## config.mk

```make
export PLATFORM = sky130hd
export DESIGN_NAME = nipcb_recording_reader
export DESIGN_NICKNAME = d
export VERILOG_FILES = /design/src/rtl/nipcb_pkg.sv /design/src/rtl/nipcb_recording_reader.sv
export SDC_FILE = /design/constraint.sdc
export NUM_CORES = 1
export LEC_CHECK = 0
export ABC_AREA = 0
export BUFFER_PORTS_ARGS = -buffer_cell sky130_fd_sc_hd__buf_2
export CAP_MARGIN = 20
export CORE_ASPECT_RATIO = 0.9
export CORE_MARGIN = 2
export CORE_UTILIZATION = 56
export CTS_BUF_LIST = sky130_fd_sc_hd__clkbuf_8 sky130_fd_sc_hd__clkbuf_16
export CTS_CLUSTER_SIZE = 8
export DETAILED_ROUTE_END_ITERATION = 10
export PLACE_DENSITY = 0.8
export SLEW_MARGIN = 20
export SYNTH_ARGS = -nofsm -noshare
export SYNTH_HDL_FRONTEND = slang
export SYNTH_SLANG_ARGS = --single-unit
```

## constraint.sdc

```tcl
create_clock -name clk -period 3.95 [get_ports clk]
set_clock_uncertainty 0.2 [all_clocks]
set_input_delay 0.79 -clock clk [delete_from_list [all_inputs] [get_ports clk]]
set_output_delay 0.79 -clock clk [all_outputs]
set_load 0.05 [all_outputs]
```

## src/rtl/nipcb_pkg.sv

```systemverilog
`default_nettype none
// ============================================================================
//  Module      : nipcb_pkg
//  Description : Shared types, constants and helpers for the NIPCB recording
//                path: default channel geometry, the recording-reader state
//                encoding, and the lowest-set-bit search used to walk a channel
//                mask from channel 0 upwards.
//  Revision    : 1.0 - initial release
// ============================================================================
package nipcb_pkg;

    localparam int NI_N_CH     = 4;   // channels packed per recording word
    localparam int NI_SAMPLE_W = 8;   // bits per channel sample
    localparam int NI_SEQ_W    = 16;  // word sequence counter width
    localparam int NI_MAX_CH   = 32;  // widest mask ni_lowest_set accepts

    typedef enum logic [1:0] {
        ST_IDLE  = 2'd0,
        ST_POP   = 2'd1,
        ST_LATCH = 2'd2,
        ST_EMIT  = 2'd3
    } ni_rd_state_e;

    // Index of the lowest set bit of mask; 0 when mask is all zero.
    // Callers zero-extend narrower masks to NI_MAX_CH bits.
    function automatic int ni_lowest_set(input logic [NI_MAX_CH-1:0] mask);
        int idx;
        idx = 0;
        for (int i = NI_MAX_CH - 1; i >= 0; i--) begin
            if (mask[i]) begin
                idx = i;
            end
        end
        return idx;
    endfunction

endpackage : nipcb_pkg
`default_nettype wire

```

## src/rtl/nipcb_recording_reader.sv

```systemverilog
`default_nettype none
// ============================================================================
//  Module      : nipcb_recording_reader
//  Description : Drains the recording FIFO filled by nipcb_core and unpacks
//                each word (N_CH samples of SAMPLE_W bits, ch0 in the LSBs)
//                into a valid/ready sample stream tagged with channel index,
//                word sequence number and an end-of-word marker.
//  Ports       :
//    clk, rst        - clock, synchronous active-high reset
//    clear           - synchronous flush of word in flight and counters
//    channel_mask    - channels to emit, sampled when a word is captured
//    fifo_dout       - FIFO read data, valid one cycle after fifo_rd
//    fifo_empty      - FIFO empty flag
//    fifo_rd         - FIFO pop strobe, one cycle per word
//    m_tdata/m_tchan/m_tseq/m_tlast/m_tvalid/m_tready - sample stream
//    busy            - FSM not in IDLE
//    words_dropped   - saturating count of words popped with an empty mask
//  Revision    : 1.0 - initial release
// ============================================================================
module nipcb_recording_reader
    import nipcb_pkg::*;
#(
    parameter int N_CH     = NI_N_CH,
    parameter int SAMPLE_W = NI_SAMPLE_W,
    parameter int SEQ_W    = NI_SEQ_W
) (
    input  logic                       clk,
    input  logic                       rst,
    input  logic                       clear,
    input  logic [N_CH-1:0]            channel_mask,
    input  logic [N_CH*SAMPLE_W-1:0]   fifo_dout,
    input  logic                       fifo_empty,
    output logic                       fifo_rd,
    output logic [SAMPLE_W-1:0]        m_tdata,
    output logic [$clog2(N_CH)-1:0]    m_tchan,
    output logic [SEQ_W-1:0]           m_tseq,
    output logic                       m_tlast,
    output logic                       m_tvalid,
    input  logic                       m_tready,
    output logic                       busy,
    output logic [31:0]                words_dropped
);

    localparam int C_CH_W   = $clog2(N_CH);
    localparam int C_WORD_W = N_CH * SAMPLE_W;

    ni_rd_state_e            r_state;
    logic                    r_rd;
    logic [C_WORD_W-1:0]     r_word;
    logic [N_CH-1:0]         r_mask;     // channels of the current word not yet accepted
    logic [SEQ_W-1:0]        r_seq;

    logic [C_CH_W-1:0]       w_first_idx;
    logic [N_CH-1:0]         w_first_rest;
    logic [N_CH-1:0]         w_rem;
    logic [C_CH_W-1:0]       w_next_idx;
    logic [N_CH-1:0]         w_next_rest;
    logic                    w_hs;

    // Channel walk. At capture the first channel comes straight from the live
    // mask; during EMIT the next channel comes from the mask register with the
    // channel just accepted removed. A channel is "last" when nothing above it
    // remains, which is the same as nothing at all remaining once it is removed,
    // because channels are always taken lowest first.
    always_comb begin
        w_first_idx  = C_CH_W'(ni_lowest_set(NI_MAX_CH'(channel_mask)));
        w_first_rest = channel_mask & ~(N_CH'(1) << w_first_idx);
        w_rem        = r_mask & ~(N_CH'(1) << m_tchan);
        w_next_idx   = C_CH_W'(ni_lowest_set(NI_MAX_CH'(w_rem)));
        w_next_rest  = w_rem & ~(N_CH'(1) << w_next_idx);
    end

    assign w_hs = m_tvalid & m_tready;

    // The pop strobe is registered, so it is masked here to guarantee that
    // a reset or flush arriving in the pop cycle cancels the pop outright
    // rather than leaving a word popped but never captured.
    assign fifo_rd = r_rd & ~clear & ~rst;

    assign busy = (r_state != ST_IDLE);

    always_ff @(posedge clk) begin
        if (rst) begin
            r_state       <= ST_IDLE;
            r_rd          <= 1'b0;
            r_word        <= '0;
            r_mask        <= '0;
            r_seq         <= '0;
            m_tdata       <= '0;
            m_tchan       <= '0;
            m_tseq        <= '0;
            m_tlast       <= 1'b0;
            m_tvalid      <= 1'b0;
            words_dropped <= '0;
        end else if (clear) begin
            // Abandon whatever is in flight; the next word starts at seq 0.
            r_state       <= ST_IDLE;
            r_rd          <= 1'b0;
            r_mask        <= '0;
            r_seq         <= '0;
            m_tseq        <= '0;
            m_tlast       <= 1'b0;
            m_tvalid      <= 1'b0;
            words_dropped <= '0;
        end else begin
            case (r_state)
                ST_IDLE: begin
                    if (!fifo_empty) begin
                        r_rd    <= 1'b1;
                        r_state <= ST_POP;
                    end
                end

                ST_POP: begin
                    // Pop went out last cycle; data appears next cycle.
                    r_rd    <= 1'b0;
                    r_state <= ST_LATCH;
                end

                ST_LATCH: begin
                    r_word <= fifo_dout;
                    r_mask <= channel_mask;
                    if (channel_mask == '0) begin
                        if (words_dropped != 32'hFFFF_FFFF) begin
                            words_dropped <= words_dropped + 32'd1;
                        end
                        r_seq   <= r_seq + SEQ_W'(1);
                        r_state <= ST_IDLE;
                    end else begin
                        m_tdata  <= fifo_dout[w_first_idx*SAMPLE_W +: SAMPLE_W];
                        m_tchan  <= w_first_idx;
                        m_tseq   <= r_seq;
                        m_tlast  <= (w_first_rest == '0);
                        m_tvalid <= 1'b1;
                        r_state  <= ST_EMIT;
                    end
                end

                ST_EMIT: begin
                    if (w_hs) begin
                        r_mask <= w_rem;
                        if (w_rem != '0) begin
                            // Next channel back-to-back; valid stays high.
                            m_tdata <= r_word[w_next_idx*SAMPLE_W +: SAMPLE_W];
                            m_tchan <= w_next_idx;
                            m_tlast <= (w_next_rest == '0);
                        end else begin
                            r_seq    <= r_seq + SEQ_W'(1);
                            m_tvalid <= 1'b0;
                            m_tlast  <= 1'b0;
                            if (!fifo_empty) begin
                                r_rd    <= 1'b1;
                                r_state <= ST_POP;
                            end else begin
                                r_state <= ST_IDLE;
                            end
                        end
                    end
                end

                default: begin
                    r_state <= ST_IDLE;
                end
            endcase
        end
    end

endmodule : nipcb_recording_reader
`default_nettype wire

```

After elaboration in Yosys (flattened, before gate mapping)
Index checks and enable logic that the tools add are counted.
{"block": "totals", "register_bits": 115, "ram_bits": 0, "memories": 0, "out_inout_bits": 62, "mem_bits_ro": 0, "latchBits": 0, "elab_cells": 99, "in_bits": 41}
{"block": "classes", "mul": 0, "n_bitwise": 12, "shifts": 5, "n_reduce_logical": 19, "n_lt_le_gt_ge": 0, "n_mux": 40, "div_mod_pow": 0, "n_eq_ne": 10, "add_sub_neg": 2}
{"cell": "$shiftx A32 B6 Y8", "count": 2}
{"cell": "$mux W16", "count": 3}
{"cell": "$add A32 B1 Y32 const B", "count": 1}
{"cell": "$ne A32 B32 Y1 const B", "count": 1}
{"cell": "$pmux W16 S2", "count": 1}
{"cell": "$mux W2", "count": 15}
{"cell": "$mux W8", "count": 3}
{"cell": "$add A16 B1 Y16 const B", "count": 1}
{"cell": "$pmux W8 S2", "count": 1}
{"cell": "$and A4 B4 Y4", "count": 3}
{"cell": "$logic_not A4 Y1", "count": 3}
{"cell": "$ne A2 B2 Y1 const B", "count": 6}
{"cell": "$not A4 Y4", "count": 3}
{"cell": "$reduce_and A3 Y1", "count": 4}
{"cell": "$shl A1 B2 Y4 const A", "count": 3}
{"cell": "$mux W1", "count": 10}
{"cell": "$pmux W2 S4", "count": 1}
{"cell": "$pmux W4 S2", "count": 1}
{"cell": "$reduce_and A4 Y1", "count": 2}
{"cell": "$reduce_and A2 Y1", "count": 3}
{"cell": "$reduce_and A5 Y1", "count": 1}
{"cell": "$eq A2 B2 Y1 const B", "count": 2}
{"cell": "$mux W4", "count": 1}
{"cell": "$pmux W1 S2", "count": 2}
{"cell": "other kinds (10)", "count": 15}

Depth between registers and ports, before layout
{"block": "depth", "ltp_word": 14, "ltp_mapped": 8, "ltp_nobuf": 6}

Worst setup path after synthesis
Ideal clock, no wire load.
{"block": "synth_path", "kind": "input -> register", "from": "input channel_mask[1]", "to": "register words_dropped[12]", "n_path_buf": 3, "path_stages": 7, "t_arrival_ns": 2.772, "required_time_ns": 3.680, "path_slack_ns": 0.908, "setup_ns": 0.070, "cell_sequence": "buf_2 > or4_4 > buf_6 > or4_1 > buf_2 > or4_1 > a21oi_1"}
{"block": "synth_via", "elab_chain_cells": 2}
{"element": "start, declared", "line_no": "nipcb_recording_reader.sv:30", "rtl": "input logic [N_CH-1:0] channel_mask,"}
{"element": "$logic_not A4 Y1", "line_no": "nipcb_recording_reader.sv:123", "rtl": "if (channel_mask == '0) begin"}
{"element": "$reduce_and A3 Y1 (no line)"}
{"element": "end signal, assigned", "line_no": "nipcb_recording_reader.sv:125", "rtl": "words_dropped <= words_dropped + 32'd1;"}
{"element": "end, declared", "line_no": "nipcb_recording_reader.sv:41", "rtl": "output logic [31:0] words_dropped"}
No other way between the ends.
A chain may end at the register's enable or synchronous reset.

Worst setup path in the final report
{"block": "layout_path", "from": "register m_tchan[1]", "to": "register r_seq[7]"}
{"block": "layout_via", "elab_chain_cells": 6}
{"element": "start, declared", "line_no": "nipcb_recording_reader.sv:35", "rtl": "output logic [$clog2(N_CH)-1:0] m_tchan,"}
{"element": "start signal, assigned", "line_no": "nipcb_recording_reader.sv:131", "rtl": "m_tchan <= w_first_idx;"}
{"element": "start signal, assigned", "line_no": "nipcb_recording_reader.sv:145", "rtl": "m_tchan <= w_next_idx;"}
{"element": "$shl A1 B2 Y4", "line_no": "nipcb_recording_reader.sv:68", "rtl": "w_rem = r_mask & ~(N_CH'(1) << m_tchan);"}
{"element": "$not A4 Y4", "line_no": "nipcb_recording_reader.sv:68"}
{"element": "$and A4 B4 Y4", "line_no": "nipcb_recording_reader.sv:68"}
{"element": "$reduce_bool A4 Y1", "line_no": "nipcb_recording_reader.sv:142", "rtl": "if (w_rem != '0) begin"}
{"element": "$ne A2 B2 Y1 (no line)"}
{"element": "$reduce_and A4 Y1 (no line)"}
{"element": "end signal, assigned", "line_no": "nipcb_recording_reader.sv:127", "rtl": "r_seq <= r_seq + SEQ_W'(1);"}
{"element": "end signal, assigned", "line_no": "nipcb_recording_reader.sv:148", "rtl": "r_seq <= r_seq + SEQ_W'(1);"}
{"element": "end, declared", "line_no": "nipcb_recording_reader.sv:51", "rtl": "logic [SEQ_W-1:0] r_seq;"}
No other way between the ends.

==> flow_summary.toml <==
[status]
run_status = "complete, no violations"

[synth]
synth_edf_count = 0
yosysTopAreaCell = "dfxtp_1"
ys_seq_area_frac = 0.414
ys_top_cells_by_count = "nand2_1, dfxtp_1, a21oi_1"
syn_area_sq_mm = 0.00556
synth_ff_type = "dfxtp_1"
synth_most_common_cell = "nand2_1"
ys.warnings.count = 0
synthArstFlopShare = 0
synth_cell_type_count = 58
synth_compound_area_frac = 0.255
synth_adder_area_share = 0.00450
synth_area_leaders = "dfxtp_1, a21oi_1, nand2_1"
netlist_instances = 700
synth.mux.area_fraction = 0.0239
yosys.area_share.simple = 0.257
synth.avg_cell_area_sq_um = 7.94
postSynthNetCount = 743
synth_xor_area_frac = 0.00473
yosysTopAreaCellShare = 0.414
synth_top_family_by_area = "simple AND/OR/NAND/NOR gates"
ys_ff_latch = 115

[power_and_ir_drop]
internal-power_mw = 2.27
switchingPower_mw = 0.651
p_sw_frac = 0.223
combPwrFrac = 0.044
p_clk_frac = 0.554
cellPowerDensity_mw_per_mm2 = 433
p_leak_nw = 2.46
p_seq_frac = 0.402
irDropWorstVdd_mv = 0.430

[global_route]
busiest_layer = "met2"
use_met1 = 0.406
grt_pass1_wl_mm = 25.2
grt_max_degree = 46
grt_pass1_vias = 5289
grtUsageMet2 = 0.441
grt_usage = 0.293
gr-total-overflow = 0
antenna_found_initial = 0
grt_use_met3 = 0.0714

[die]
pin_count = 103
fp.dieH_microns = 98.5
die_x_microns = 109
coreArea_sq_mm = 0.00966
initial_core_util = 0.576
rows = 34
die_area_sq_mm = 0.0107

[drt]
routedWlPerCell_microns = 17.1
num_vias = 5776
drt_first_iter_violations = 652
routed_wl_mm = 15.8
drc_errors = 0
first_pass_iters = 5
ant_nets = 0
avgViaCountPerCell = 6.26

[worst_setup_path]
arrival_ns = 3.23
start_kind = "register"
crit_required_ns = 4.20
crit_type = "register to register"
cp_max_fo = 25
reg2reg_depth = 5
endpoint_kind = "register"

[place]
post-dp-hpwl_mm = 10.6
placed_cells = 890
place.gp.congestion = 0.948
port_buffers = 102

[clocking]
clk_pin_slew_ns = 0.06
clk_latency_ns = 0.52
cts_buffers = 17
cts_buffer_depth = 2
clockRootBuffer = "clkbuf_8"
cts_tree = "yes"
ctsResizeCount = 0
cts_hold_buf = 0
post_cts_buffers = 0
clock_sinks = 115
htree_num_levels = 4

[flow_run]
maxCapViolCount = 0

[sta]
final_hold_viol_count = 0
fin_tns_setup_ns = 0
period_share = 0.753
min_period_ns = 2.97
tightest_slew_ns = 1.16
final-setup-viol-count = 0
fmax_mhz = 336
rsz0062_at_grt = "false"
slew_headroom = 0.225
finalMaxSlewViolations = 0

[final_layout]
area_growth_pct = 21.1
fill_cells = 756
fin_nets = 826
final_cells = 922
drive_above_1_share = 0.200
antenna_cells = 0

[min_path]
min_path_cells = 2
hp-class = "register to register"
[logic make-up (layout without fill, tap and decap cells)]
family	Yosys count	after routing
AO/OA/AOI/OAI	225	225
XOR/XNOR	3	3
adder cells (fa/ha/maj)	2	2
buffers and inverters	56	152
flip-flops	115	115
multiplexers	13	13
AND/OR/NAND/NOR	286	286
[critical path, cell delays in order, from the launching register on]
cell,delay (ns)
dfxtp_1,0.68
or4bb_1,0.56
a31o_2,0.30
a21o_1,0.40
or4_1,0.59
a21oi_1,0.16
[final timing paths]
check                               start                     end  slack (ns)
setup / recovery  m_tchan[1]$_SDFFE_PP0P_   r_seq[7]$_SDFFE_PP0P_        0.98
hold / removal     m_tseq[2]$_SDFFE_PP0P_  m_tseq[2]$_SDFFE_PP0P_        0.26
setup reg to reg  m_tchan[1]$_SDFFE_PP0P_   r_seq[7]$_SDFFE_PP0P_        0.98
hold reg to reg    m_tseq[2]$_SDFFE_PP0P_  m_tseq[2]$_SDFFE_PP0P_        0.26
[per-layer routing]
layer  routed length, microns  vias up
li1                         -     2757
met1                     6730     2704
met2                     7410      288
met3                     1440       27
met4                      187        0
met5                        0        -
[power groups by stage]
| stage | clock network, mW | registers (mW) | logic [mW] |
|---|---|---|---|
| 6_report | 1.62 | 1.17 | 0.127 |
| 5_1_grt | 1.68 | 1.17 | 0.136 |
| 4_1_cts | 1.62 | 1.17 | 0.124 |
| 3_5_place_dp | 0 | 1.20 | 0.123 |
| 3_3_place_gp | 0 | 1.20 | 0.120 |
| 2_1_floorplan | 0 | 1.20 | 0.0715 |
[layout make-up]
class | count | area [sq um] | area share
multi-input combinational | 529 | 3030 | 0.451
sequential | 115 | 2300 | 0.342
timing repair buffer | 109 | 576 | 0.0855
clock buffer | 19 | 442 | 0.0656
clock inverter | 13 | 181 | 0.0269
tap | 126 | 158 | 0.0234
inverter | 11 | 41.3 | 0.00613
[flip-flops by register name, summed over array words and instances (netlist names)]
name           cells
r_seq             16
r_mask             4
m_tlast            1
words_dropped     32
m_tdata            8
r_state            2
r_rd               1
m_tchan            2
m_tseq            16
r_word            32
m_tvalid           1
[cell usage in the layout (no fill, tap or decap), types with 3 or more instances in the layout]
cell,instances
clkinvlp_4,5
clkinv_2,3
dfxtp_1,115
o31ai_1,11
mux2i_1,11
nand2_1,138
nor2_1,24
clkbuf_16,16
o211ai_1,4
nor3_1,9
o32ai_1,3
a32o_1,8
a221oi_1,8
a41o_1,3
buf_2,102
o21ai_0,40
nand2b_1,3
and3_1,7
nand3_1,15
o21a_1,3
or4_1,13
a31oi_1,4
bufinv_16,4
buf_4,6
a221o_1,16
nor4_1,4
nand4_1,16
inv_1,11
a211oi_1,3
and4_1,3
a21o_1,3
or3_1,29
clkbuf_8,3
or2_2,5
a21oi_1,105
[metrics by stage]
step	instance area [sq um]	hold slack [ns]	power, mW	setup WS, ns	utilization
floorplan	5560	0.236	1.27	0.908	-
global placement	6110	0.240	1.32	0.834	0.633
detailed placement	6110	0.247	1.32	0.705	0.633
CTS	6730	0.255	2.91	1.02	0.697
global route	6730	0.270	2.99	0.826	0.697
finish	6730	0.256	2.92	0.978	0.697
(Power assumes the default switching activity.)
